==> src/rtl/alu_issue_stage.sv <==
// -----------------------------------------------------------------------------
// alu_issue_stage
// Decode-and-issue stage in front of the ALU. Accepts RV32I OP / OP-IMM
// instructions with their source register values, maps funct3/funct7 onto
// the ALU opcode, selects the register or immediate second operand, and
// presents the result from a registered two-entry skid buffer.
//
// Ports
//   clk            clock, rising edge
//   rst_n          asynchronous active-low reset
//   in_valid       upstream presents an instruction
//   in_ready       stage can accept (registered, = skid entry empty)
//   in_instr       raw instruction word
//   in_rs1_data    rs1 value
//   in_rs2_data    rs2 value
//   out_valid      decoded request available
//   out_ready      execute stage accepts
//   out_alu_op     ALU opcode
//   out_operand_0  ALU operand_0
//   out_operand_1  ALU operand_1
//   out_rd         destination register
//   out_illegal    instruction not decodable here (issued as an ADD 0,0 token)
// -----------------------------------------------------------------------------
module alu_issue_stage (
   input  logic        clk,
   input  logic        rst_n,
   input  logic        in_valid,
   output logic        in_ready,
   input  logic [31:0] in_instr,
   input  logic [31:0] in_rs1_data,
   input  logic [31:0] in_rs2_data,
   output logic        out_valid,
   input  logic        out_ready,
   output logic [5:0]  out_alu_op,
   output logic [31:0] out_operand_0,
   output logic [31:0] out_operand_1,
   output logic [4:0]  out_rd,
   output logic        out_illegal
);

   localparam logic [5:0] ALU_ADD = 6'd0;
   localparam logic [5:0] ALU_SUB = 6'd1;
   localparam logic [5:0] ALU_AND = 6'd2;
   localparam logic [5:0] ALU_OR  = 6'd3;
   localparam logic [5:0] ALU_XOR = 6'd4;
   localparam logic [5:0] ALU_SLL = 6'd6;
   localparam logic [5:0] ALU_SRL = 6'd7;
   localparam logic [5:0] ALU_SRA = 6'd8;
   localparam logic [5:0] ALU_SLT = 6'd9;

   localparam logic [6:0] OPC_OP     = 7'b0110011;
   localparam logic [6:0] OPC_OP_IMM = 7'b0010011;
   localparam logic [6:0] F7_ZERO    = 7'b0000000;
   localparam logic [6:0] F7_ALT     = 7'b0100000;

   // ---------------------------------------------------------------------
   // Combinational decode of the incoming instruction
   // ---------------------------------------------------------------------
   logic [6:0]  opcode;
   logic [2:0]  funct3;
   logic [6:0]  funct7;
   logic        is_op;
   logic        is_imm;
   logic        is_shift;
   logic        legal;
   logic [5:0]  dec_op;
   logic [31:0] dec_op0;
   logic [31:0] dec_op1;
   logic [4:0]  dec_rd;
   logic        dec_ill;

   assign opcode = in_instr[6:0];
   assign funct3 = in_instr[14:12];
   assign funct7 = in_instr[31:25];
   assign is_op  = (opcode == OPC_OP);
   assign is_imm = (opcode == OPC_OP_IMM);

   always_comb begin
      dec_op   = ALU_ADD;
      legal    = 1'b0;
      is_shift = 1'b0;
      case (funct3)
         3'b000: begin
            if (is_imm) begin
               dec_op = ALU_ADD;
               legal  = 1'b1;
            end else if (funct7 == F7_ZERO) begin
               dec_op = ALU_ADD;
               legal  = 1'b1;
            end else if (funct7 == F7_ALT) begin
               dec_op = ALU_SUB;
               legal  = 1'b1;
            end
         end
         3'b111: begin
            dec_op = ALU_AND;
            legal  = is_imm || (funct7 == F7_ZERO);
         end
         3'b110: begin
            dec_op = ALU_OR;
            legal  = is_imm || (funct7 == F7_ZERO);
         end
         3'b100: begin
            dec_op = ALU_XOR;
            legal  = is_imm || (funct7 == F7_ZERO);
         end
         3'b010: begin
            dec_op = ALU_SLT;
            legal  = is_imm || (funct7 == F7_ZERO);
         end
         3'b001: begin
            dec_op   = ALU_SLL;
            is_shift = 1'b1;
            legal    = (funct7 == F7_ZERO);
         end
         3'b101: begin
            is_shift = 1'b1;
            if (funct7 == F7_ZERO) begin
               dec_op = ALU_SRL;
               legal  = 1'b1;
            end else if (funct7 == F7_ALT) begin
               dec_op = ALU_SRA;
               legal  = 1'b1;
            end
         end
         default: legal = 1'b0;   // 011 (SLTU) is not handled here
      endcase

      // Major opcode gates everything; illegal tokens carry ADD 0,0 -> x0.
      dec_ill = !(legal && (is_op || is_imm));
      if (dec_ill) begin
         dec_op  = ALU_ADD;
         dec_op0 = 32'd0;
         dec_op1 = 32'd0;
         dec_rd  = 5'd0;
      end else begin
         dec_op0 = in_rs1_data;
         dec_rd  = in_instr[11:7];
         if (is_op)
            dec_op1 = in_rs2_data;
         else if (is_shift)
            dec_op1 = {27'd0, in_instr[24:20]};
         else
            dec_op1 = {{20{in_instr[31]}}, in_instr[31:20]};
      end
   end

   // ---------------------------------------------------------------------
   // Two-entry skid buffer: main register drives the outputs, skid holds
   // the entry accepted while main was stalled.
   // ---------------------------------------------------------------------
   logic        skid_valid;
   logic [5:0]  skid_op;
   logic [31:0] skid_op0;
   logic [31:0] skid_op1;
   logic [4:0]  skid_rd;
   logic        skid_ill;
   logic        accept;
   logic        drain;

   assign accept = in_valid && in_ready;
   assign drain  = out_valid && out_ready;

   always_ff @(posedge clk or negedge rst_n) begin
      if (!rst_n) begin
         in_ready      <= 1'b1;
         out_valid     <= 1'b0;
         out_alu_op    <= 6'd0;
         out_operand_0 <= 32'd0;
         out_operand_1 <= 32'd0;
         out_rd        <= 5'd0;
         out_illegal   <= 1'b0;
         skid_valid    <= 1'b0;
         skid_op       <= 6'd0;
         skid_op0      <= 32'd0;
         skid_op1      <= 32'd0;
         skid_rd       <= 5'd0;
         skid_ill      <= 1'b0;
      end else if (!out_valid || drain) begin
         // Main is free this cycle; the skid entry (older) has priority.
         if (skid_valid) begin
            out_valid     <= 1'b1;
            out_alu_op    <= skid_op;
            out_operand_0 <= skid_op0;
            out_operand_1 <= skid_op1;
            out_rd        <= skid_rd;
            out_illegal   <= skid_ill;
            skid_valid    <= 1'b0;
            in_ready      <= 1'b1;
         end else if (accept) begin
            out_valid     <= 1'b1;
            out_alu_op    <= dec_op;
            out_operand_0 <= dec_op0;
            out_operand_1 <= dec_op1;
            out_rd        <= dec_rd;
            out_illegal   <= dec_ill;
         end else begin
            out_valid     <= 1'b0;
         end
      end else if (accept) begin
         // Main is stalled: park the new entry in skid and close the input.
         skid_valid <= 1'b1;
         skid_op    <= dec_op;
         skid_op0   <= dec_op0;
         skid_op1   <= dec_op1;
         skid_rd    <= dec_rd;
         skid_ill   <= dec_ill;
         in_ready   <= 1'b0;
      end
   end

endmodule
==> config.mk <==
export PLATFORM = sky130hd
export DESIGN_NAME = alu_issue_stage
export DESIGN_NICKNAME = d
export VERILOG_FILES = /design/src/rtl/alu_issue_stage.sv
export SDC_FILE = /design/constraint.sdc
export NUM_CORES = 1
export LEC_CHECK = 0
export ABC_AREA = 1
export ABC_CLOCK_PERIOD_IN_PS = 1500
export CAP_MARGIN = 20
export CORE_ASPECT_RATIO = 1.2
export CORE_MARGIN = 3
export CORE_UTILIZATION = 46
export CTS_CLUSTER_SIZE = 30
export DETAILED_ROUTE_END_ITERATION = 16
export PLACE_DENSITY_LB_ADDON = 0.25
export SLEW_MARGIN = 15
export SYNTH_ARGS = -nofsm -noshare
export SYNTH_HDL_FRONTEND = slang
export SYNTH_SLANG_ARGS = --single-unit
==> constraint.sdc <==
create_clock -name clk -period 1.5 [get_ports clk]
set_input_delay 0.3 -clock clk [delete_from_list [all_inputs] [get_ports clk]]
set_output_delay 0.3 -clock clk [all_outputs]
set_load 0.005 [all_outputs]
After elaboration in Yosys (flattened, before gate mapping)
Index checks and enable logic that the tools add are counted.

Bitwise gates (word level): 1. Equal/unequal tests: 10. Muxes and demuxes: 34. Reduce and logical (&&, ||, !) cells: 17.

Operators with widths (count): 2-to-1 mux 32 bit (8); case mux 4 bit (7 select lines) (1); 2-to-1 mux 6 bit (3); 2-to-1 mux 1 bit (16); 2-to-1 mux 5 bit (3); equality test 7 x 6 -> 1 bit (second input constant) (2); equality test 3 bit (second input constant) (4); 2-to-1 mux 4 bit (2); equality test 7 x 5 -> 1 bit (second input constant) (1); logical NOT 7 bit (1); AND reduction 2 bit (3); case mux 1 bit (4 select lines) (1); nonzero test 2 bit (2); OR reduction 4 bit (1); equality test 3 x 1 -> 1 bit (second input constant) (1); equality test 3 x 2 -> 1 bit (second input constant) (1); logical AND 1 bit (3); logical NOT 3 bit (1); logical OR 1 bit (3); logical NOT 1 bit (2); inequality test 2 bit (second input constant) (1); OR reduction 2 bit (1); inverter 1 bit (1).

Output and inout port bits: 78. Register bits: 155.

Longest topological paths before layout
Gate-level depths: netlist of the first run.

Depth in word-level cells: 9. Depth in mapped cells: 13. Mapped depth without buffers: 11.

Least setup slack after synthesis of the first run
No wires, ideal clock.

Kind: flip-flop to flip-flop. Start: reg in_ready. End: reg skid_op0[0]. Stages on the path, launching flop included: 9. Data required time: 1368 ps. Clock period less this slack: 1561 ps. Arrival time: 1429 ps. Path slack: -61 ps. Cells stage by stage: dfstp_2 > nand2_1 > nor2_2 > inv_1 > buf_4 > buf_2 > clkbuf_1 > nand2_1 > o21ai_1.

Word-level cells in the longest chain between the ends: 2.

Ends and longest elaborated chain: start: declaration (line 28) `output logic in_ready,`; start signal: assignment (line 166) `in_ready <= 1'b1;`; start signal: assignment (line 189) `in_ready <= 1'b1;`; start signal: assignment (line 208) `in_ready <= 1'b0;`; logical AND 1 bit (line 161) `assign accept = in_valid && in_ready;`; AND reduction 2 bit (no source line); end signal: assignment (line 204) `skid_op0 <= dec_op0;`; end: declaration (line 154) `logic [31:0] skid_op0;`.

No other way between the ends. A chain may end at the register's enable or synchronous reset.

Worst setup path in the final report of the first run
Start: reg in_ready. End: reg skid_op0[10].

Same word-level chain as after synthesis.

==> results of run 1 <==
-- through the flow --
stage / cell area (um^2) / util / TNS (ns) / hold slack [ns]
6_report: 11090 / 0.6708 / 0 / 0.3795
5_1_grt: 11090 / 0.6708 / -1.210 / 0.4094
4_1_cts: 10940 / 0.6620 / -0.02555 / 0.3948
3_5_place_dp: 10120 / 0.6125 / -70.26 / 0.2733
3_3_place_gp: 10120 / 0.6125 / -66.02 / 0.2769
2_1_floorplan: 7904 / - / 0 / 0.004409
-- state kept, by name, summed over array words and instances, names as in the netlist, 4 cells and up --
name           count
skid_op0          32
out_operand_0     32
out_rd             5
skid_op1          32
skid_rd            5
out_operand_1     32
out_alu_op         4
skid_op            4
-- logic make-up after synthesis --
| group | count (synthesis) | share of synthesized area |
|---|---|---|
| AND/OR/NAND/NOR | 660 | 0.3753 |
| flip-flops | 151 | 0.4794 |
| buffers and inverters | 113 | 0.07505 |
| AO/OA/AOI/OAI | 109 | 0.06982 |
| other | 1 | 0.0004756 |
-- cell type report --
| class | count | area (um^2) | area share |
|---|---|---|---|
| diodes | 1 | 2.502 | 0.0002257 |
| clock buffers | 20 | 446.7 | 0.04029 |
| clock inverters | 11 | 148.9 | 0.01343 |
| inverters | 41 | 158.9 | 0.01433 |
| multi-input cells | 771 | 3719 | 0.3354 |
| flip-flops and latches | 151 | 3780 | 0.3410 |
| well taps | 212 | 265.3 | 0.02393 |
| repair buffers | 250 | 2565 | 0.2314 |
-- placed cells by master (no fill, tap or decap), types with 3 or more instances in the layout --
| master | n |
|---|---|
| nand2_1 | 391 |
| nor2_1 | 154 |
| dfrtp_1 | 150 |
| dlygate4sd2_1 | 85 |
| clkdlybuf4s50_1 | 76 |
| o21ai_1 | 69 |
| nand3_2 | 62 |
| buf_4 | 46 |
| inv_1 | 29 |
| o21ai_0 | 27 |
| buf_12 | 22 |
| nand3_1 | 18 |
| clkbuf_16 | 18 |
| inv_2 | 10 |
| nand2_2 | 9 |
| a21oi_1 | 9 |
| nand3_4 | 8 |
| nor2_2 | 7 |
| buf_6 | 7 |
| nand2_4 | 5 |
| nor2_4 | 4 |
| dlymetal6s2s_1 | 4 |
| clkinvlp_4 | 3 |
| bufinv_16 | 3 |
| clkdlybuf4s15_1 | 3 |
-- timing repair --
item                                   4_1_cts  5_1_grt
setup endpoints to repair                  210      148
pin swaps                                    7        8
setup buffers                               15        4
hold buffers                                 1        0
gates cloned                                 3        1
gates resized for setup                    131       29
endpoints found under the hold margin       35        0
-- power groups by stage --
| stage | Combinational (W) | Clock [W] | Sequential [W] |
|---|---|---|---|
| floorplan | 0.00176 | 0 | 0.00507 |
| global placement | 0.00409 | 0 | 0.00507 |
| detailed placement | 0.00414 | 0 | 0.00506 |
| CTS | 0.00394 | 0.00442 | 0.00498 |
| global route | 0.00440 | 0.00465 | 0.00505 |
| finish | 0.00394 | 0.00438 | 0.00498 |
-- per-layer routing --
layer  vias to the layer above  track usage  wire length [um]
met2                       201       0.3482              9872
li1                       3626            -                 -
met1                      3364       0.3131              9266
met4                         0      0.07430               285
met3                        24      0.04641              1020
met5                         -            0                 0
-- final timing paths --
kind,from,depth (start not counted),slack [ns],endpoint
worst min register to register,out_operand_0[11],2,0.47,out_operand_0[11]
worst max register to register,in_ready,7,0.04,skid_op0[10]
max in group asynchronous,rst_n,3,0.55,skid_op[0]
worst max-delay path,in_ready,7,0.04,skid_op0[10]
min in group clk,in_instr[25],5,0.39,skid_op1[5]
worst min-delay path,rst_n,2,0.38,out_operand_0[25]
-- worst register-to-register path, delay by kind of cell, from the launching register on --
kind	cells	cell delay (ns)
buf+inv	3	0.40
flops	1	0.56
simple gates	3	0.30
compound gates	1	0.07
==> flow_metrics.env, run 1 <==
export IMPL_syn_inst=1034
export IMPL_avgSynthCellArea_um2=7.626
export IMPL_power_frac_comb=0.297
export IMPL_synth_seq_cells=151
export IMPL_clock_power_share=0.329
export IMPL_ys_types=26
export IMPL_slowest_stage="dfstp_2"
export IMPL_p_leak_nw=6.259
export IMPL_grt_ovfl_total=0
export IMPL_cp_slowest_stage_delay_ns=0.56
export IMPL_hold_viol_final=0
export IMPL_synthToLayoutAreaGrowth_pct=40.59
export IMPL_drtAntennaViolNets=0
export IMPL_ys_warnings_count=0
export IMPL_timing_fmax_mhz=687.2
export IMPL_synth_edf_count=0
export IMPL_grt_pass1_vias=6948
export IMPL_ios=178
export IMPL_crit_path_end_kind="flop"
export IMPL_path_class="flop to flop"
export IMPL_clock_latency_ns=0.43
export IMPL_finalPower_w=0.01330
export IMPL_fin_crit_sh=0.9702
export IMPL_grt_setup_unrepaired="true"
export IMPL_internal_power_w=0.009165
export IMPL_initial_core_util=0.4771
export IMPL_fillCellCount=1378
export IMPL_grt_first_pass_wirelength_um=34370
export IMPL_hp_class="primary input to asynchronous set/reset pin"
export IMPL_synth_async_sr_flop_share=1.000
export IMPL_p_sw_frac=0.3110
export IMPL_clock_sinks=151
export IMPL_dp_slack_ns=-0.5525
export IMPL_critPathTopFamily="flip-flops"
export IMPL_cap_violations=0
export IMPL_seq_area_frac_synth=0.4794
export IMPL_post_drt_wl_per_cell_um=14.03
export IMPL_cts_tree="done"
export IMPL_cts_buffers=17
export IMPL_grt_max_degree=67
export IMPL_final_nets=1332
export IMPL_path_max_fanout=66
export IMPL_dieArea_mm2=0.01875
export IMPL_switching_power_w=0.004137
export IMPL_cp_arrival_ns=1.75
export IMPL_layout_min_cycle_time_ns=1.455
export IMPL_crit_top_cell="nand2_1"
export IMPL_synth_flop_cell="dfrtp_1"
export IMPL_outcome="completed"
export IMPL_port_buffers=170
export IMPL_crit_buf_inv=3
export IMPL_vias_per_cell=4.952
export IMPL_dp_hpwl_um=13330
export IMPL_vdd_drop_max_mv=0.8797
export IMPL_slew_violations=0
export IMPL_grt_usage=0.2233
export IMPL_startpoint_type="flop"
export IMPL_totalWireLength_um=20440
export IMPL_skew_ns=0.01259
export IMPL_grt_antenna_before_repair=1
export IMPL_place_inst=1401
export IMPL_coreArea_mm2=0.01653
export IMPL_htree_levels=4
export IMPL_vias=7215
export IMPL_syn_cell_area_mm2=0.007885
export IMPL_drc=0
export IMPL_gp_congestion=0.7888
export IMPL_seqPwrFrac=0.374
export IMPL_rows=51
export IMPL_drt_iter0_markers=582
export IMPL_required_ns=1.79
export IMPL_drive_above_1_share=0.1793
export IMPL_crit_chain="nand2_1 > buf_4 > nor2_4 > inv_4 > buf_12 > nand2_1 > o21ai_1"
export IMPL_cts_root_buf="clkbuf_16"
export IMPL_die_w_um=125.5
export IMPL_dr_pass1_iters=5
export IMPL_yosys_top_cells_area="dfrtp_1 48%, nand2_1 19%, nand3_2 7.6%, nor2_1 7.6%, o21ai_1 4.1%"
export IMPL_cts_buffer_depth=2
export IMPL_power_density_mw_per_mm2=1200
export IMPL_yosysMostFrequentCell="nand2_1"
export IMPL_chipHeight_um=149.4
export IMPL_synthTopCellsByCount="400 x nand2_1, 160 x nor2_1, 150 x dfrtp_1, 65 x o21ai_1, 60 x nand3_2"
export IMPL_synth_top_cell_area_share=0.4760
export IMPL_fin_ws_ns=0.04474
export IMPL_yosysTopAreaCell="dfrtp_1"
export IMPL_path_clk_slew_ns=0.06
export IMPL_instances_no_fill=1457
export IMPL_setup_violations=0
No activity file was read; power rests on OpenSTA's default activity.
==> run 2: changes to the inputs <==
- CAP_MARGIN: 20 -> not set
- PLACE_DENSITY: not set -> 0.75
- PLACE_DENSITY_LB_ADDON: 0.25 -> not set
- REMOVE_ABC_BUFFERS: not set -> 1
==> run 2 against run 1 <==
  * Flip-flop and latch count did not move
  * Non-clock buffer count rose by 11
  * First-iteration DRC count fell by 5.7%
  * Routed wire length rose by 7.9%
  * Cell count rose by 0.69%
  * Sequential power barely moved
  * Critical path depth fell by 1
  * Via count rose by 3.6%
  * Critical path type unchanged
==> flow_metrics.env, run 2 (synthesis gave the netlist of run 1 again) <==
export IMPL_outcome="completed"
export IMPL_cp_arrival_ns=1.79
export IMPL_endpoint="skid_op0[27]"
export IMPL_dr_pass1_iters=5
export IMPL_port_buffers=170
export IMPL_crit_path_start="in_ready"
export IMPL_fin_ws_ns=0.03548
export IMPL_path_max_fanout=29
export IMPL_r2r_end="skid_op0[27]"
export IMPL_vias=7473
export IMPL_drive_above_1_share=0.1841
export IMPL_ff2ff_setup_slack_ns=0.04
export IMPL_cap_violations=0
export IMPL_cts_tree="done"
export IMPL_post_drt_wl_per_cell_um=15.04
export IMPL_grt_pass1_vias=7097
export IMPL_coreArea_mm2=0.01653
export IMPL_grt_antenna_before_repair=0
export IMPL_dp_hpwl_um=13690
export IMPL_required_ns=1.83
export IMPL_initial_core_util=0.4771
export IMPL_postPlaceCellArea_mm2=0.01017
export IMPL_r2r_start="in_ready"
export IMPL_htree_levels=4
export IMPL_die_w_um=125.5
export IMPL_finalPower_w=0.01320
export IMPL_clock_sinks=151
export IMPL_fin_crit_sh=0.9763
export IMPL_grt_max_degree=59
export IMPL_drt_iter0_markers=549
export IMPL_chipHeight_um=149.4
export IMPL_layout_commonest_cell="nand2_1"
export IMPL_totalWireLength_um=22060
export IMPL_drc=0
export IMPL_gp_congestion=0.7994
export IMPL_slew_violations=0
export IMPL_setup_violations=0
export IMPL_final_nets=1344
export IMPL_layout_common_cells="389 x nand2_1, 154 x nor2_1, 150 x dfrtp_1, 88 x dlygate4sd2_1, 76 x clkdlybuf4s50_1"
export IMPL_dp_slack_ns=-0.5847
export IMPL_hold_viol_final=0
export IMPL_p_leak_nw=6.380
export IMPL_grt_first_pass_wirelength_um=34910
export IMPL_clock_latency_ns=0.42
export IMPL_cts_buffer_depth=2
export IMPL_synthToLayoutAreaGrowth_pct=42.80
export IMPL_cts_buffers=17
export IMPL_skew_ns=0.01119
export IMPL_path_class="flop to flop"
export IMPL_fin_area_mm2=0.01126
export IMPL_power_density_mw_per_mm2=1172
export IMPL_dieArea_mm2=0.01875
export IMPL_layout_min_cycle_time_ns=1.465
export IMPL_grt_ovfl_total=0
export IMPL_ios=178
export IMPL_r2r_cells=6
export IMPL_vias_per_cell=5.094
export IMPL_grt_usage=0.2282
export IMPL_path_clk_slew_ns=0.06
export IMPL_vdd_drop_max_mv=0.8835
export IMPL_hp_class="primary input to asynchronous set/reset pin"
export IMPL_startpoint_type="flop"
export IMPL_timing_fmax_mhz=682.8
export IMPL_crit_path_end_kind="flop"
export IMPL_grt_setup_unrepaired="true"
export IMPL_rows=51
export IMPL_cts_root_buf="clkbuf_16"
export IMPL_whs_ns=0.3335
export IMPL_drtAntennaViolNets=0
export IMPL_insertedDiodeCount=0
-- run 2: area by class of cell --
class | count | area (um^2)
flip-flops and latches | 151 | 3780
multi-input cells | 772 | 3689
well taps | 212 | 265.3
inverters | 41 | 163.9
clock inverters | 9 | 103.9
clock buffers | 21 | 450.4
repair buffers | 261 | 2808
fillers | 1364 | 5268
-- run 2: worst min path at each step --
stage / endpoint / start / slack, ns / depth (start not counted)
after floorplan: out_alu_op[0] / rst_n / 0.004 / 0
after global routing: out_operand_1[23] / rst_n / 0.37 / 2
after global placement: out_operand_1[17] / rst_n / 0.21 / 1
final: skid_op1[17] / rst_n / 0.33 / 2
after CTS: out_operand_1[23] / rst_n / 0.33 / 2
after detailed placement: out_operand_1[16] / rst_n / 0.21 / 1
-- run 2: timing repair --
action / in CTS / in global routing
pin swaps: 9 / 13
cloned: 4 / 8
resized for setup: 121 / 39
endpoints found under the setup margin: 221 / 143
setup buffers: 11 / 6
hold endpoints to repair: 24 / 0
hold buffers: 1 / 0
-- run 2: power by group --
| group | internal [W] | total (W) | leakage (nW) | switching (W) |
|---|---|---|---|---|
| sequential | 0.00466 | 0.00498 | 2.09 | 0.000325 |
| combinational | 0.00193 | 0.00409 | 4.02 | 0.00216 |
| clock | 0.00246 | 0.00413 | 0.269 | 0.00166 |
| total | 0.00905 | 0.0132 | 6.38 | 0.00415 |
-- run 2: through the flow --
step / util / cells / TNS [ns]
finish: 0.6813 / 1467 / 0
global route: 0.6813 / 1467 / -0.3398
CTS: 0.6586 / 1453 / 0
detailed placement: 0.6156 / 1408 / -73.28
global placement: 0.6156 / 1408 / -68.17
floorplan: - / 963 / -297.27
-- run 2: routing by layer --
metal,wire length (um),part of all wire,global-route usage,vias up
li1,-,-,-,3663
met1,9563,0.43,0.3014,3547
met2,11030,0.50,0.3868,232
met3,1084,0.049,0.03927,31
met4,384,0.017,0.06887,0
met5,0,0,0,-
-- run 2: critical path, cell delays in order, from the launching register on --
cell       delay, ns
dfstp_2         0.55
nand2_1         0.07
buf_4           0.15
nor2_4          0.13
inv_6           0.09
clkbuf_16       0.21
o21ai_1         0.18
